==> config.mk <==
export PLATFORM = sky130hd
export DESIGN_NAME = exponent_seq
export DESIGN_NICKNAME = d
export VERILOG_FILES = /design/src/rtl/exponent_seq.sv
export SDC_FILE = /design/constraint.sdc
export NUM_CORES = 1
export LEC_CHECK = 0
export ABC_AREA = 1
export CORE_UTILIZATION = 45
export CTS_BUF_LIST = sky130_fd_sc_hd__clkbuf_16
export CTS_CLUSTER_DIAMETER = 80
export DETAILED_ROUTE_END_ITERATION = 8
export GPL_ROUTABILITY_DRIVEN = 0
export PLACE_DENSITY = 0.74
export SLEW_MARGIN = 20
export SYNTH_ARGS = -nofsm -noshare
export SYNTH_HDL_FRONTEND = slang
export SYNTH_SLANG_ARGS = --single-unit
==> constraint.sdc <==
create_clock -name clk -period 3.04 [get_ports clk]
set_input_delay 0.76 -clock clk [delete_from_list [all_inputs] [get_ports clk]]
set_output_delay 0.76 -clock clk [all_outputs]
set_load 0.01 [all_outputs]
==> src/rtl/exponent_seq.sv <==
// Sequential index-to-one-hot converter: a single '1' walks left one bit per
// clock until it reaches position inNumber, with valid/ready on both sides.
module exponent_seq #(
   parameter int unsigned BIN_SIZE  = 8,
   parameter int unsigned BOUT_SIZE = 3
) (
   input  logic                 clk,
   input  logic                 rst,
   input  logic                 inValid,
   output logic                 inReady,
   input  logic [BOUT_SIZE-1:0] inNumber,
   output logic                 outValid,
   input  logic                 outReady,
   output logic [BIN_SIZE-1:0]  outVector,
   output logic                 outErr,
   output logic                 busy
);

   // One extra bit so BIN_SIZE itself is representable for the range check.
   localparam int unsigned CW = BOUT_SIZE + 1;
   localparam logic [CW-1:0] BIN_LIM = CW'(BIN_SIZE);

   typedef enum logic [1:0] {
      IDLE  = 2'd0,
      SHIFT = 2'd1,
      DONE  = 2'd2
   } state_e;

   state_e                state_q, state_d;
   logic [BOUT_SIZE-1:0]  count_q, count_d;
   logic [BIN_SIZE-1:0]   vec_q, vec_d;
   logic                  err_q, err_d;
   logic                  in_ready_q, in_ready_d;
   logic                  out_valid_q, out_valid_d;
   logic                  busy_q, busy_d;
   logic                  in_range;

   assign in_range = ({1'b0, inNumber} < BIN_LIM);

   // State and registered outputs.
   always_ff @(posedge clk or posedge rst) begin
      if (rst) begin
         state_q     <= IDLE;
         count_q     <= '0;
         vec_q       <= '0;
         err_q       <= 1'b0;
         in_ready_q  <= 1'b1;
         out_valid_q <= 1'b0;
         busy_q      <= 1'b0;
      end else begin
         state_q     <= state_d;
         count_q     <= count_d;
         vec_q       <= vec_d;
         err_q       <= err_d;
         in_ready_q  <= in_ready_d;
         out_valid_q <= out_valid_d;
         busy_q      <= busy_d;
      end
   end

   // Next-state and next-output logic.
   always_comb begin
      state_d     = state_q;
      count_d     = count_q;
      vec_d       = vec_q;
      err_d       = err_q;
      in_ready_d  = in_ready_q;
      out_valid_d = out_valid_q;
      busy_d      = busy_q;
      unique case (state_q)
         IDLE: begin
            if (inValid && in_ready_q) begin
               in_ready_d = 1'b0;
               if (in_range) begin
                  vec_d   = BIN_SIZE'(1);
                  count_d = inNumber;
                  busy_d  = 1'b1;
                  state_d = SHIFT;
               end else begin
                  // Out-of-range index reports straight away with an empty vector.
                  vec_d       = '0;
                  err_d       = 1'b1;
                  out_valid_d = 1'b1;
                  state_d     = DONE;
               end
            end
         end
         SHIFT: begin
            if (count_q == '0) begin
               busy_d      = 1'b0;
               out_valid_d = 1'b1;
               state_d     = DONE;
            end else begin
               vec_d   = vec_q << 1;
               count_d = count_q - BOUT_SIZE'(1);
            end
         end
         DONE: begin
            if (out_valid_q && outReady) begin
               err_d       = 1'b0;
               out_valid_d = 1'b0;
               in_ready_d  = 1'b1;
               state_d     = IDLE;
            end
         end
         default: begin
            state_d = IDLE;
         end
      endcase
   end

   assign inReady   = in_ready_q;
   assign outValid  = out_valid_q;
   assign outVector = vec_q;
   assign outErr    = err_q;
   assign busy      = busy_q;

endmodule

# Word level (Yosys, flattened, before mapping)
# Cells that the tools add are included.
[totals]
ff_bits = 16
n_memories = 0
latchBits = 0
ram_bits = 0
wordCells = 44
rom_bits = 0
in_bits = 7
[op_classes]
n_mul = 0
n_reduce_logical = 12
n_addsub = 1
magnitude_cmp = 0
n_shift = 0
eq_ne = 6
div = 0
n_bitwise = 0
n_mux = 19
[op_table]
columns = ["operator", "n"]
rows = [
  ["$mux W8", 2],
  ["$pmux W8 S2", 1],
  ["$reduce_and A3 Y1", 5],
  ["$ne A2 B2 Y1 const B", 4],
  ["$mux W1", 6],
  ["$mux W2", 3],
  ["$mux W3", 2],
  ["$pmux W1 S2", 3],
  ["$pmux W2 S3", 1],
  ["$pmux W3 S2", 1],
  ["$reduce_bool A2 Y1", 3],
  ["$logic_not A3 Y1", 1],
  ["$sub A3 B1 Y3 const B", 1],
  ["$eq A2 B1 Y1 const B", 1],
  ["$eq A2 B2 Y1 const B", 1],
  ["$logic_and A1 B1 Y1", 2],
  ["$logic_not A2 Y1", 1],
]

# Depth between registers and ports, before layout
# Gate-level depths: netlist of run 1.
[logic_depth]
ltp_word = 3
depth_mapped = 7
ltp_nobuf = 7

# Least setup slack after synthesis of run 1
# No wires, ideal clock.
[synth_timing]
kind = "register to output"
from = "reg in_ready_q (netlist: inReady)"
to = "out inReady"
slack_ns = 1.743
stages_incl_launch_ff = 1
t_arrival_ns = 0.537
required_ns = 2.280
path_buffers = 0
cell_sequence = "dfstp_2"
[synth_rtl]
columns = ["element", "line_no", "source"]
rows = [
  ["start: declaration", "33", "logic in_ready_q, in_ready_d;"],
  ["start signal: assignment", "55", "in_ready_q <= in_ready_d;"],
  ["end: declaration", "10", "output logic inReady,"],
]
# No word-level cell between the ends.

# Final worst setup path of run 1
[layout_timing]
from = "reg in_ready_q (netlist: inReady)"
to = "out inReady"
# No word-level cell between the ends.

==> results of run 1 <==
[flip-flops by register name, summed over array words and instances, names as in the netlist]
name       cells
outVector      8
count_q        3
busy           1
outValid       1
inReady        1
state_q        2
[area by class of cell]
class | count | area, um2 | share of cell area (%)
clock buffers | 3 | 75.1 | 7.42
clock inverters | 1 | 3.75 | 0.371
inverters | 10 | 37.5 | 3.71
multi-input cells | 62 | 304 | 30.0
flip-flops and latches | 16 | 402 | 39.7
well taps | 16 | 20.0 | 1.98
repair buffers | 17 | 170 | 16.8
[tightest hold or removal path, delay by kind of cell, from the launching register on]
kind	cells	cell delay, ns
compound gates	1	0.07
flops	1	0.37
simple gates	1	0.05
[layer usage]
layer / GRT usage, % / vias up
li1: - / 322
met1: 21.1 / 305
met2: 31.8 / 20
met3: 4.17 / 2
met4: 8.75 / 0
met5: 0 / -
[cell families after synthesis]
family	synth area share [%]
AOI/OAI and AO/OA	3.24
DFF	51.9
adders and majority gates	3.24
and+or+nand+nor	32.4
buffers and inverters	8.74
other	0.485
[worst paths after layout]
check / slack, ns / startpoint / to / depth (start not counted)
setup / recovery: 0.97 / inReady / inReady / 1
hold / removal: 0.49 / inReady / inReady / 2
setup reg to reg: 1.73 / count_q[0] / count_q[2] / 7
hold reg to reg: 0.49 / inReady / inReady / 2
max in group asynchronous: 1.76 / rst / state_q[1] / 2
min in group asynchronous: 0.89 / rst / outVector[7] / 2
[synth_stat cells]
master	count
nand3_1	20
conb_1	1
dfstp_2	1
buf_6	2
inv_1	9
a21oi_1	1
ha_1	2
nor2_1	5
o21ai_0	4
nand2_2	3
nand2_1	24
nor2_4	1
buf_4	1
nand2_4	1
dfrtp_1	15
inv_2	1
[power by group through the flow]
stage / Combinational [mW] / Clock, mW / Sequential, mW
after floorplan: 0.00679 / 0 / 0.217
after global placement: 0.0148 / 0 / 0.217
after detailed placement: 0.0150 / 0 / 0.217
after CTS: 0.0151 / 0.258 / 0.213
after global routing: 0.0166 / 0.265 / 0.213
final: 0.0148 / 0.254 / 0.213
[cells in the final DEF, fill, tap and decap left out]
cell | synthesis | routed
clkinv_1 | 0 | 1
dfrtp_1 | 15 | 15
nand2_1 | 24 | 24
inv_2 | 1 | 1
nor2_1 | 5 | 5
ha_1 | 2 | 2
nand2_4 | 1 | 1
conb_1 | 1 | 1
clkbuf_16 | 0 | 3
clkdlybuf4s50_1 | 0 | 17
nand2_2 | 3 | 3
nand3_1 | 20 | 20
a21oi_1 | 1 | 1
dfstp_2 | 1 | 1
nor2_4 | 1 | 1
o21ai_0 | 4 | 4
inv_1 | 9 | 9
[stage by stage]
step | instance area (um2) | hold WS [ns] | power (mW)
2_1_floorplan | 773 | 0.478 | 0.224
3_3_place_gp | 933 | 0.490 | 0.232
3_5_place_dp | 933 | 0.487 | 0.232
4_1_cts | 1010 | 0.495 | 0.487
5_1_grt | 1010 | 0.536 | 0.495
6_report | 1010 | 0.491 | 0.482
==> results.txt, run 1 <==
Critical path endpoint category - primary output
Startpoint types - flip-flop
Max Root-Sink Buffers - 2
Non-filler cells, final - 125
Worst-Skew Late Latency - 0.24 ns
Max Fclk - 0.483 GHz
DR pass1 iterations - 6
TritonCTS buffer count - 3
DRT Wirelength - 1490 um
Synthesized Nets - 100
Cells after DPL - 121
IO buf count - 17
TritonCTS clock tree - done
Switch Pwr - 0.0867 mW
Number of global-route vias before repair - 622
CP required - 2.28 ns
P_leak - 0.479 nW
Final core occ - 64.9%
Postcts setup bufs - 0
N_diodes - 0
Peak supply drop - 0.000313 V
Worst path bufs/invs - 1
Largest net degree at the start of global routing - 17
Netlist Area Pre-Place - 773 um2
Avg Inst Size Synth - 8.50 um2
Clk sinks - 16
DRC - 4
Cell variety after synth - 16
Core area - 0.00156 mm2
Internal Power - 0.396 mW
Critical path peak fanout - 3
Worst slew pin tran - 0.603 ns
Outcome - finished, violations left
Hold crit path type - flip-flop to flip-flop
CTS Hold Bufs - 0
Area growth from synthesis to layout - 30.9%
TNS Setup - 0 ns
Die width - 43.5 um
Cell count after synthesis - 91
Met3 routed WL - 72 um
Initial antenna violation count - 0
Clk network pwr share - 52.7%
Final setup margin - 0.971 ns
Fin crit period - 2.07 ns
Initial core utilization - 49.6%
Synth Register Bits - 16
Sequential share of power - 44.3%
# fillers - 118
Post-cts resize count - 0
PD cells - 476 mW/mm2
Top Ports - 19
Initial DRC count - 21
Highest routed layer - met4
Final Slew Violations - 0
All-layer global routing usage - 18.2%
CTS clk-pin slew, worst paths - 0.05 ns
CP delay by family, top - flip-flops
# setup viols final - 0
Via count - 649
Largest cells by area after synthesis - dfrtp_1, nand3_1, nand2_1
Period utilization - 68.1%
Yosys top cell area share - 48.5%
Metal2 WL - 765 um
Failing checks - design-rule violations
Pre-CTS setup slack - 1.18 ns
Sw Share - 18.0%
Avg WL per Cell - 12.0 um
Max stage delay on crit path - 0.53 ns
Root buf cell - clkbuf_16
Max-cap violations - 0
DRT antenna net count - 0
Comb pwr share - 3.1%
Routed length on met1 - 647 um
Final hold violations - 0
RSZ-0062 raised after global routing - no
Yosys top cell by area - dfrtp_1
Die H - 43.5 um
Crit-path cells - clkdlybuf4s50_1
Row count - 14
Sequential fraction of the synthesis area - 51.9%
Final #Nets - 119
Die ar. - 0.00189 mm2
HPWL after DPL - 1010 um
H-Tree Depth - 1
Ys Warns - 0
Crit path kind - flip-flop to primary output
GRT overflow - 0
Clock skew - 0.00226 ns
Ratio of cells with drive above 1 in the final layout - 9.17%
Vias/cell - 5.19
First-pass GRT wire length - 2550 um
Crit-path slowest cell - dfstp_2
Worst slew margin - 59.8%
Worst Path Arrival - 1.31 ns
(Power assumes the default switching activity.)
==> inputs of run 2 (changes only) <==
- clock period: 3.04 -> 2.1 ns (I/O delays scaled with it)
==> results of run 2 <==
Same layout as run 1 (identical final DEF). Status: finished, violations left: design-rule violations.
Among the figures that moved: setup slack after placement 1.18 ns -> 0.478 ns; setup slack after layout 0.971 ns -> 0.266 ns; register-to-register setup slack 1.73 ns -> 0.79 ns; total power 0.482 mW -> 0.698 mW; worst IR drop on VDD 0.000313 V -> 0.000453 V
==> inputs of run 3 (changes only) <==
- REMOVE_ABC_BUFFERS: default -> 1
==> results.txt, run 3 (synthesis results as in run 1) <==
Post-cts resize count - 0 (unchanged)
Initial core utilization - 49.6% (unchanged)
Max Root-Sink Buffers - 2 (unchanged)
CTS Hold Bufs - 0 (unchanged)
DRT Wirelength - 1500 um (+0.27%)
All-layer global routing usage - 18.4% (+0.19 points)
Max reg flops - 8 (unchanged)
Final core occ - 64.9% (unchanged)
FF-to-FF End - count_q[2]
Fin crit period - 1.84 ns
WP depth - 1 (unchanged)
Crit path kind - flip-flop to primary output
Max stage delay on crit path - 0.54 ns (about the same)
Max-cap violations - 0 (unchanged)
Worst slew margin - 59.2% (-0.56 points)
Final hold violations - 0 (unchanged)
Hold crit path type - flip-flop to flip-flop
Core area - 0.00156 mm2 (unchanged)
Worst path bufs/invs - 1 (unchanged)
Area growth from synthesis to layout - 30.9% (unchanged)
Crit path capture - inReady
Initial DRC count - 24 (+14%)
DR pass1 iterations - 7 (+1)
Via count - 649 (unchanged)
Peak supply drop - 0.000387 V
First-pass GRT wire length - 2500 um (-1.9%)
CP required - 1.57 ns
Number of global-route vias before repair - 593 (-4.7%)
H-Tree Depth - 1 (unchanged)
DRC - 6 (+2)
HPWL after DPL - 958 um (-5.1%)
TNS Setup - 0 ns (unchanged)
Die ar. - 0.00189 mm2 (unchanged)
Pre-CTS setup slack - 0.493 ns
Final setup margin - 0.261 ns
RSZ-0062 raised after global routing - no
# setup viols final - 0 (unchanged)
Period utilization - 87.6%
Ratio of cells with drive above 1 in the final layout - 9.17% (unchanged)
TritonCTS clock tree - done
Hold_ws - 0.493 ns (+0.00210 ns)
Critical path peak fanout - 3 (unchanged)
Setup slack, reg-to-reg - 0.79 ns
Largest net degree at the start of global routing - 17 (unchanged)
Reg2reg start - count_q[0]
Most common cell after layout, fill and taps aside - nand2_1
DRT antenna net count - 0 (unchanged)
N_diodes - 0 (unchanged)
Startpoint types - flip-flop
Worst slew pin tran - 0.611 ns (+0.00837 ns)
# fillers - 126 (+6.8%)
Hold-critical path depth - 2 (unchanged)
Avg WL per Cell - 12.0 um (+0.27%)
TritonCTS buffer count - 3 (unchanged)
Failing checks - design-rule violations
Crit-path cells - clkdlybuf4s50_1
Worst-Skew Late Latency - 0.25 ns (about the same)
Crit-path slowest cell - clkdlybuf4s50_1
Row count - 14 (unchanged)
Initial antenna violation count - 0 (unchanged)
Postcts setup bufs - 0 (unchanged)
Max Fclk - 0.544 GHz
Cells after DPL - 121 (unchanged)
Outcome - finished, violations left
Non-filler cells, final - 125 (unchanged)
P_leak - 0.479 nW (unchanged)
Critical path endpoint category - primary output
IO buf count - 17 (unchanged)
Most frequent cells in the layout - nand2_1, nand3_1, clkdlybuf4s50_1, dfrtp_1, inv_1
Dpl cell area - 933 um2 (unchanged)
Total Power - 0.702 mW
CP delay by family, top - buffers and inverters
Clk sinks - 16 (unchanged)
Final #Nets - 119 (unchanged)
Vias/cell - 5.19 (unchanged)
Die H - 43.5 um (unchanged)
GRT overflow - 0 (unchanged)
Final Slew Violations - 0 (unchanged)
Root buf cell - clkbuf_16
PD cells - 693 mW/mm2
Clock skew - 0.00256 ns (+0.000293 ns)
Multi-input logic area - 304 um2 (unchanged)
Fin area - 0.00101 mm2 (unchanged)
R2R cell count - 7 (unchanged)
Worst Path Arrival - 1.31 ns (about the same)
Top Ports - 19 (unchanged)
Crit path launch - inReady
CTS clk-pin slew, worst paths - 0.05 ns (about the same)
Flip-flop and latch area - 402 um2 (unchanged)
Die width - 43.5 um (unchanged)
[run 3: cell counts in the layout (fill, tap and decap cells not counted)]
Identical to the previous run, type by type.
[run 3: worst reg2reg max path: cells and delay by family, from the launching register on]
kind	cells	cell delay [ns]
flops	1	0.38
simple gates	5	0.55
buf+inv	1	0.09
fa+ha+maj	1	0.16
[run 3: routing by layer]
layer | global-route usage [%] | up-vias | part of all wire [%]
met5 | 0 | - | 0
met4 | 11.3 | 0 | 1.5
met3 | 4.17 | 6 | 4.6
met2 | 30.9 | 22 | 48
met1 | 21.4 | 297 | 46
li1 | - | 324 | -
[run 3: power breakdown]
part	switching (mW)	internal, mW
logic	0.0103	0.0112
registers	0	0.309
clock network	0.119	0.253
[run 3: how the worst min path moves through the flow]
stage	startpoint	to	slack, ns
2_1_floorplan	rst	busy	0.44
3_3_place_gp	outVector[7]	outVector[7]	0.49
3_5_place_dp	inReady	inReady	0.49
4_1_cts	inReady	inReady	0.50
5_1_grt	outVector[7]	outVector[7]	0.53
6_report	inReady	inReady	0.49
[run 3: final cells by class]
type | count | area share [%]
Inverter | 10 | 3.71
Timing Repair Buffer | 17 | 16.8
Sequential cell | 16 | 39.7
Clock inverter | 1 | 0.371
Tap cell | 16 | 1.98
Clock buffer | 3 | 7.42
Multi-Input combinational cell | 62 | 30.0
